===== src/rtl/sram_golden_checker_pkg.sv =====
// Shared definitions for the on-chip SRAM result checker: widths, region bases,
// compare-mode encodings and the sequencer state type.
package sram_golden_checker_pkg;
   localparam int DATA_BITS      = 32;
   localparam int INTERNAL_BITS  = DATA_BITS;
   localparam int SRAM_ADDR_BITS = 16;
   localparam int GOLD_ADDR_BITS = 13;
   localparam int LEN_BITS       = 14;
   localparam int CNT_BITS       = 16;

   localparam int CONV0_BASE = 0;
   localparam int POOL1_BASE = 4704;

   localparam logic MODE_EXACT = 1'b0;
   localparam logic MODE_TOL   = 1'b1;

   typedef enum logic [1:0] {
      ST_IDLE,
      ST_ISSUE,
      ST_DRAIN,
      ST_FIN
   } chk_state_e;
endpackage


===== src/rtl/sram_golden_checker_chk_compare.sv =====
// Registered compare stage: exact or signed-tolerance word compare, saturating
// mismatch counter and first-failing-address capture.
module chk_compare
   import sram_golden_checker_pkg::*;
#(
   parameter int DATA_W = INTERNAL_BITS,
   parameter int AW     = SRAM_ADDR_BITS,
   parameter int CNT_W  = CNT_BITS
) (
   input  logic              clk,
   input  logic              rst,
   input  logic              clr,
   input  logic              iss_vld,
   input  logic [AW-1:0]     iss_addr,
   input  logic              mode,
   input  logic [DATA_W-1:0] tol,
   input  logic [DATA_W-1:0] qa,
   input  logic [DATA_W-1:0] gold,
   output logic [CNT_W-1:0]  err_cnt,
   output logic              first_err_valid,
   output logic [AW-1:0]     first_err_addr
);
   logic              vld_q, vld_d;
   logic [AW-1:0]     addr_q, addr_d;
   logic [CNT_W-1:0]  err_cnt_q, err_cnt_d;
   logic              fev_q, fev_d;
   logic [AW-1:0]     fea_q, fea_d;
   logic [DATA_W:0]   diff, mag;
   logic              mismatch;

   always_comb begin
      // One extra bit keeps the signed difference free of overflow.
      diff     = {qa[DATA_W-1], qa} - {gold[DATA_W-1], gold};
      mag      = diff[DATA_W] ? -diff : diff;
      mismatch = (mode == MODE_TOL) ? (mag > {1'b0, tol}) : (qa != gold);

      vld_d     = iss_vld;
      addr_d    = iss_addr;
      err_cnt_d = err_cnt_q;
      fev_d     = fev_q;
      fea_d     = fea_q;
      if (clr) begin
         vld_d     = 1'b0;
         err_cnt_d = '0;
         fev_d     = 1'b0;
         fea_d     = '0;
      end else if (vld_q && mismatch) begin
         if (!(&err_cnt_q)) err_cnt_d = err_cnt_q + CNT_W'(1);
         if (!fev_q) begin
            fev_d = 1'b1;
            fea_d = addr_q;
         end
      end
   end

   always_ff @(posedge clk) begin
      if (rst) begin
         vld_q     <= 1'b0;
         addr_q    <= '0;
         err_cnt_q <= '0;
         fev_q     <= 1'b0;
         fea_q     <= '0;
      end else begin
         vld_q     <= vld_d;
         addr_q    <= addr_d;
         err_cnt_q <= err_cnt_d;
         fev_q     <= fev_d;
         fea_q     <= fea_d;
      end
   end

   assign err_cnt         = err_cnt_q;
   assign first_err_valid = fev_q;
   assign first_err_addr  = fea_q;
endmodule


===== config.mk =====
export PLATFORM = sky130hd
export DESIGN_NAME = chk_compare
export DESIGN_NICKNAME = d
export VERILOG_FILES = /design/src/rtl/sram_golden_checker_pkg.sv /design/src/rtl/sram_golden_checker_chk_compare.sv
export SDC_FILE = /design/constraint.sdc
export NUM_CORES = 1
export LEC_CHECK = 0
export BUFFER_PORTS_ARGS = -buffer_cell sky130_fd_sc_hd__buf_2
export CAP_MARGIN = 20
export CORE_MARGIN = 1.5
export CORE_UTILIZATION = 59
export DETAILED_ROUTE_END_ITERATION = 8
export PLACE_DENSITY = 0.85
export SLEW_MARGIN = 5
export SYNTH_ARGS = -nofsm -noshare
export SYNTH_HDL_FRONTEND = slang
export SYNTH_SLANG_ARGS = --single-unit
export TNS_END_PERCENT = 1

===== constraint.sdc =====
create_clock -name clk -period 22.2 [get_ports clk]
set_input_delay 4.44 -clock clk [delete_from_list [all_inputs] [get_ports clk]]
set_output_delay 4.44 -clock clk [all_outputs]
set_load 0.02 [all_outputs]

## After elaboration in Yosys (flattened, before gate mapping)

Index checks and enable logic that the tools add are counted.

- Bits in registers: 50
- Input port bits: 117
- Output and inout bits: 33
- Word-level logic and storage cells: 19

- $add $sub $neg: 3
- $lt $le $gt $ge: 1
- Equality and inequality tests: 1
- Multiplexer cells: 2
- Bitwise operators: 2
- Reductions and logical operators: 5

Operators by type and width:

| cell | count |
|---|---|
| $gt 33x32->1 | 1 |
| $mux 33 | 1 |
| $neg 33->33 | 1 |
| $sub 32x32->33 | 1 |
| $ne 32x32->1 | 1 |
| $add 16x1->16 const B | 1 |
| $reduce_and 16->1 | 1 |
| $reduce_and 2->1 | 2 |
| $not 1->1 | 2 |
| $reduce_or 2->1 | 1 |
| $logic_and 1x1->1 | 1 |
| $mux 1 | 1 |

## Depth between registers and ports, before layout

- Depth after elaboration: 7
- Depth in mapped cells: 26
- Mapped depth without buffers: 24

## Least setup slack after synthesis

OpenSTA, ideal clock, no wires.

- Path kind: input to register
- Start point: input qa[0]
- End point: register err_cnt_q[12], in the netlist err_cnt[12]
- Library setup time: 0.115 ns
- Data arrival time: 9.935 ns
- Required time: 22.085 ns
- Setup slack: 12.150 ns
- Stages: 26
- Path buffers: 2
- Cell sequence: inv_1 ha_1 fa_1 nand2b_1 a21oi_1 xor2_1 or4_4 or4_4 or3_4 nor4_1 nand3_1 o21ai_0 xnor2_1 ha_1 a21o_1 a21o_1 a21oi_1 o211ai_1 a211oi_1 o21ai_0 nand4_1 o41a_4 buf_6 clkbuf_1 nor3_1 o21a_1

- Cells in the longest elaborated chain, start to end: 7

Ends and longest elaborated chain:

| what | line | source |
|---|---|---|
| start: declaration | sram_golden_checker_chk_compare.sv:17 | `input logic [DATA_W-1:0] qa,` |
| $sub 32x32->33 | sram_golden_checker_chk_compare.sv:33 | `diff = {qa[DATA_W-1], qa} - {gold[DATA_W-1], gold};` |
| $neg 33->33 | sram_golden_checker_chk_compare.sv:34 | `mag = diff[DATA_W] ? -diff : diff;` |
| $mux 33 | sram_golden_checker_chk_compare.sv:34 |  |
| $gt 33x32->1 | sram_golden_checker_chk_compare.sv:35 | `mismatch = (mode == MODE_TOL) ? (mag > {1'b0, tol}) : (qa != gold);` |
| $mux 1 * | sram_golden_checker_chk_compare.sv:35 |  |
| $logic_and 1x1->1 * | sram_golden_checker_chk_compare.sv:47 | `end else if (vld_q && mismatch) begin` |
| $reduce_and 2->1 (no source line) * | -- |  |
| end signal: assignment | sram_golden_checker_chk_compare.sv:66 | `err_cnt_q <= err_cnt_d;` |
| end: declaration | sram_golden_checker_chk_compare.sv:25 | `logic [CNT_W-1:0] err_cnt_q, err_cnt_d;` |

Every way passes the cells marked *; elsewhere a longest branch is shown, timed or not.
A chain may end at the register's enable or synchronous reset.

## Final worst setup path

- Start point: input gold[0]
- End point: register err_cnt_q[7], in the netlist err_cnt[7]

- Cells in the longest elaborated chain, start to end: 7

Ends and longest elaborated chain:

| what | line | source |
|---|---|---|
| start: declaration | sram_golden_checker_chk_compare.sv:18 | `input logic [DATA_W-1:0] gold,` |
| $sub 32x32->33 | sram_golden_checker_chk_compare.sv:33 |  |
| $neg 33->33 | sram_golden_checker_chk_compare.sv:34 |  |
| $mux 33 | sram_golden_checker_chk_compare.sv:34 |  |
| $gt 33x32->1 | sram_golden_checker_chk_compare.sv:35 |  |
| $mux 1 * | sram_golden_checker_chk_compare.sv:35 |  |
| $logic_and 1x1->1 * | sram_golden_checker_chk_compare.sv:47 |  |
| $reduce_and 2->1 (no source line) * | -- |  |

Marked as above.

==> impl_metrics.json <==
{
  "outcome": "finished clean",
  "startpoint": "gold[0]",
  "rrSetupSlack_ns": 19.89,
  "via_count": 6329,
  "ys.flop_type": "dfxtp_1",
  "slowest_delay_ns": 0.73,
  "routed_wirelength_um": 16400,
  "setup_viol": 0,
  "globalRoute.totalOverflow": 0,
  "worst-path-buf-inv": 1,
  "clockBufferDepth": 2,
  "avgRoutedWirePerCell_um": 15.8,
  "die_w_um": 101,
  "drtIter0Drc": 391,
  "cts_setup_buffers": 0,
  "nNetsFinal": 1093,
  "slew_viol_final": 0,
  "reg2reg_depth": 6,
  "cp.depth": 23,
  "relSlewSlack": 0.409,
  "startpoint_type": "primary input",
  "core-area_um2": 9280,
  "cts.sinks": 50,
  "crit_path_end": "err_cnt[7]",
  "cpLargestDelayFamily": "simple AND/OR/NAND/NOR gates",
  "h-tree-depth": 2,
  "grt_max_degree": 46,
  "cap_violations": 0,
  "layout_commonest_cell": "buf_2",
  "max_freq_mhz": 92.9,
  "rows": 35,
  "antenna_found_initial": 0,
  "gp_congestion": 0.911,
  "first_pass_iters": 5,
  "drive_above_1_share": 0.193,
  "n_antenna_cell": 0,
  "drc": 0,
  "syn2layout_area_growth_pct": 15.7,
  "io_buffer_count": 149,
  "tns_ns": 0,
  "yosysWarnings": 0,
  "cts.repair.resized": 0,
  "fin_worst_skew_ns": 0.00165,
  "r2r_end": "err_cnt[7]",
  "grt_pass1_wl_um": 27000,
  "leakage_nw": 3.04,
  "required_ns": 22.44,
  "ys_ff_latch": 50,
  "final-hold-violation-count": 0,
  "clkLatencyLatePin_ns": 0.31,
  "period_share": 0.485,
  "synthArstFlopShare": 0,
  "fin_crit_ns": 10.77,
  "io_pins": 150,
  "crit_chain": "buf_2 > ha_1 > fa_1 > nand2b_1 > a211oi_1 > o21ai_1 > xnor2_1 > or4_4 > or3_4 > nor4_1 > nor2_1 > xnor2_1 > ha_1 > nand4_1 > nor4_1 > a21oi_1 > o211ai_1 > a211oi_1 > o21ai_0 > nand4_1 > o41a_4 > or4_1 > a21oi_1",
  "initial_core_util": 0.610,
  "die_h_um": 101,
  "p_per_area_nw_per_um2": 50.2,
  "rsz0062_at_grt": "no",
  "layout_common_cells": "buf_2, a21oi_1, inv_1, o21ai_0, ha_1",
  "grt_pass1_vias": 6006,
  "syn_area_um2": 5670,
  "reg2reg_from": "vld_q",
  "ys_seq_area_frac": 0.177,
  "path_max_fanout": 45,
  "tightestPinTransition_ns": 0.878,
  "criticalPathCategory": "in2reg",
  "cts_hold_buf": 0,
  "end_kind": "flip-flop",
  "synth_cells": 786,
  "cts_tree": "done",
  "synth_edf_count": 0,
  "root_buffer": "clkbuf_8",
  "yosysUniqueCellTypes": 62,
  "slowest_stage": "nor4_1",
  "ir_worst_vdd_uv": 59.6,
  "worstPathArrival_ns": 11.01,
  "via_per_inst": 6.09,
  "finalPower_mw": 0.329,
  "ant_nets": 0,
  "clkSlewWorstSetupHoldPaths_ns": 0.09,
  "synth_area_per_cell_um2": 7.21,
  "dp_hpwl_um": 13300,
  "dieArea_um2": 10200,
  "grt_util_all_layers": 0.323,
  "cts_made_buffers": 5,
  "min_path_type": "reg2reg",
  "syn_nets": 970
}
cells in the mapped netlist (all sizes together), types with 10 or more instances:
cell,count,area [µm²]
nand3,39,195
a21oi,83,415
nor2b,19,119
xor2,21,184
a21o,25,188
nor3,10,50.1
xnor2,35,307
o31ai,13,97.6
dfxtp,50,1000
clkbuf,30,113
nand4,23,144
or4,15,120
ha,66,826
o21ai,68,340
inv,73,274
nor2,41,156
nand2,57,214
state kept, by name, indices dropped and copies added, names as in the netlist:
register / cells
addr_q: 16
err_cnt: 16
first_err_addr: 16
first_err_valid: 1
vld_q: 1
final cells by class:
class	count	area (µm²)
clock buffers	6	82.6
repair buffers	151	764
inverters	74	278
multi-input cells	627	4250
clock inverters	2	16.3
well taps	129	161
fillers	802	2730
flip-flops and latches	50	1000
metrics by stage:
step | hold slack, ns | utilization | cell area, µm² | setup WS [ns] | std cells
6_report | 0.457 | 0.706 | 6560 | 11.43 | 1039
5_1_grt | 0.475 | 0.706 | 6560 | 10.95 | 1039
4_1_cts | 0.463 | 0.705 | 6540 | 11.58 | 1038
3_5_place_dp | 0.450 | 0.694 | 6440 | 11.28 | 1030
3_3_place_gp | 0.442 | 0.694 | 6440 | 11.56 | 1030
2_1_floorplan | 0.429 | - | 5670 | 12.15 | 786
worst min path at each step:
| stage | startpoint | to | slack (ns) | depth (start not counted) |
|---|---|---|---|---|
| 5_1_grt | addr_q[15] | first_err_addr[15] | 0.47 | 2 |
| 4_1_cts | addr_q[15] | first_err_addr[15] | 0.46 | 2 |
| 6_report | addr_q[15] | first_err_addr[15] | 0.46 | 2 |
| 3_5_place_dp | addr_q[15] | first_err_addr[15] | 0.45 | 2 |
| 3_3_place_gp | addr_q[15] | first_err_addr[15] | 0.44 | 2 |
| 2_1_floorplan | addr_q[15] | first_err_addr[15] | 0.43 | 2 |
routing by layer:
layer,share of wire,wire [µm],global-route usage
met3,0.073,1200,0.0451
met2,0.49,8050,0.593
met5,0,0,0
met1,0.41,6730,0.385
met4,0.025,414,0.105
worst reg2reg max path, stage by stage (launching register included):
cell and delay, ns:
dfxtp_1 0.33, inv_1 0.07, a31oi_1 0.26, o211ai_1 0.22, o41a_4 0.60, or4_1 0.59, a21oi_1 0.16
cells by family (layout without fill, tap and decap cells):
logic type,count (synthesis),in the layout,synth area share
muxes,3,3,0.00552
xor gates and xnor gates,56,56,0.0866
DFF,50,50,0.177
and+or+nand+nor,258,258,0.245
AOI/OAI and AO/OA,243,243,0.263
buffers and inverters,109,233,0.0740
adders and majority gates,67,67,0.149
power by group:
part | internal (mW) | switching, mW
logic | 0.0744 | 0.103
registers | 0.0916 | 0.000916
clock network | 0.0257 | 0.0327
total | 0.192 | 0.137
Note: power is estimated with default switching activity, not from simulation.
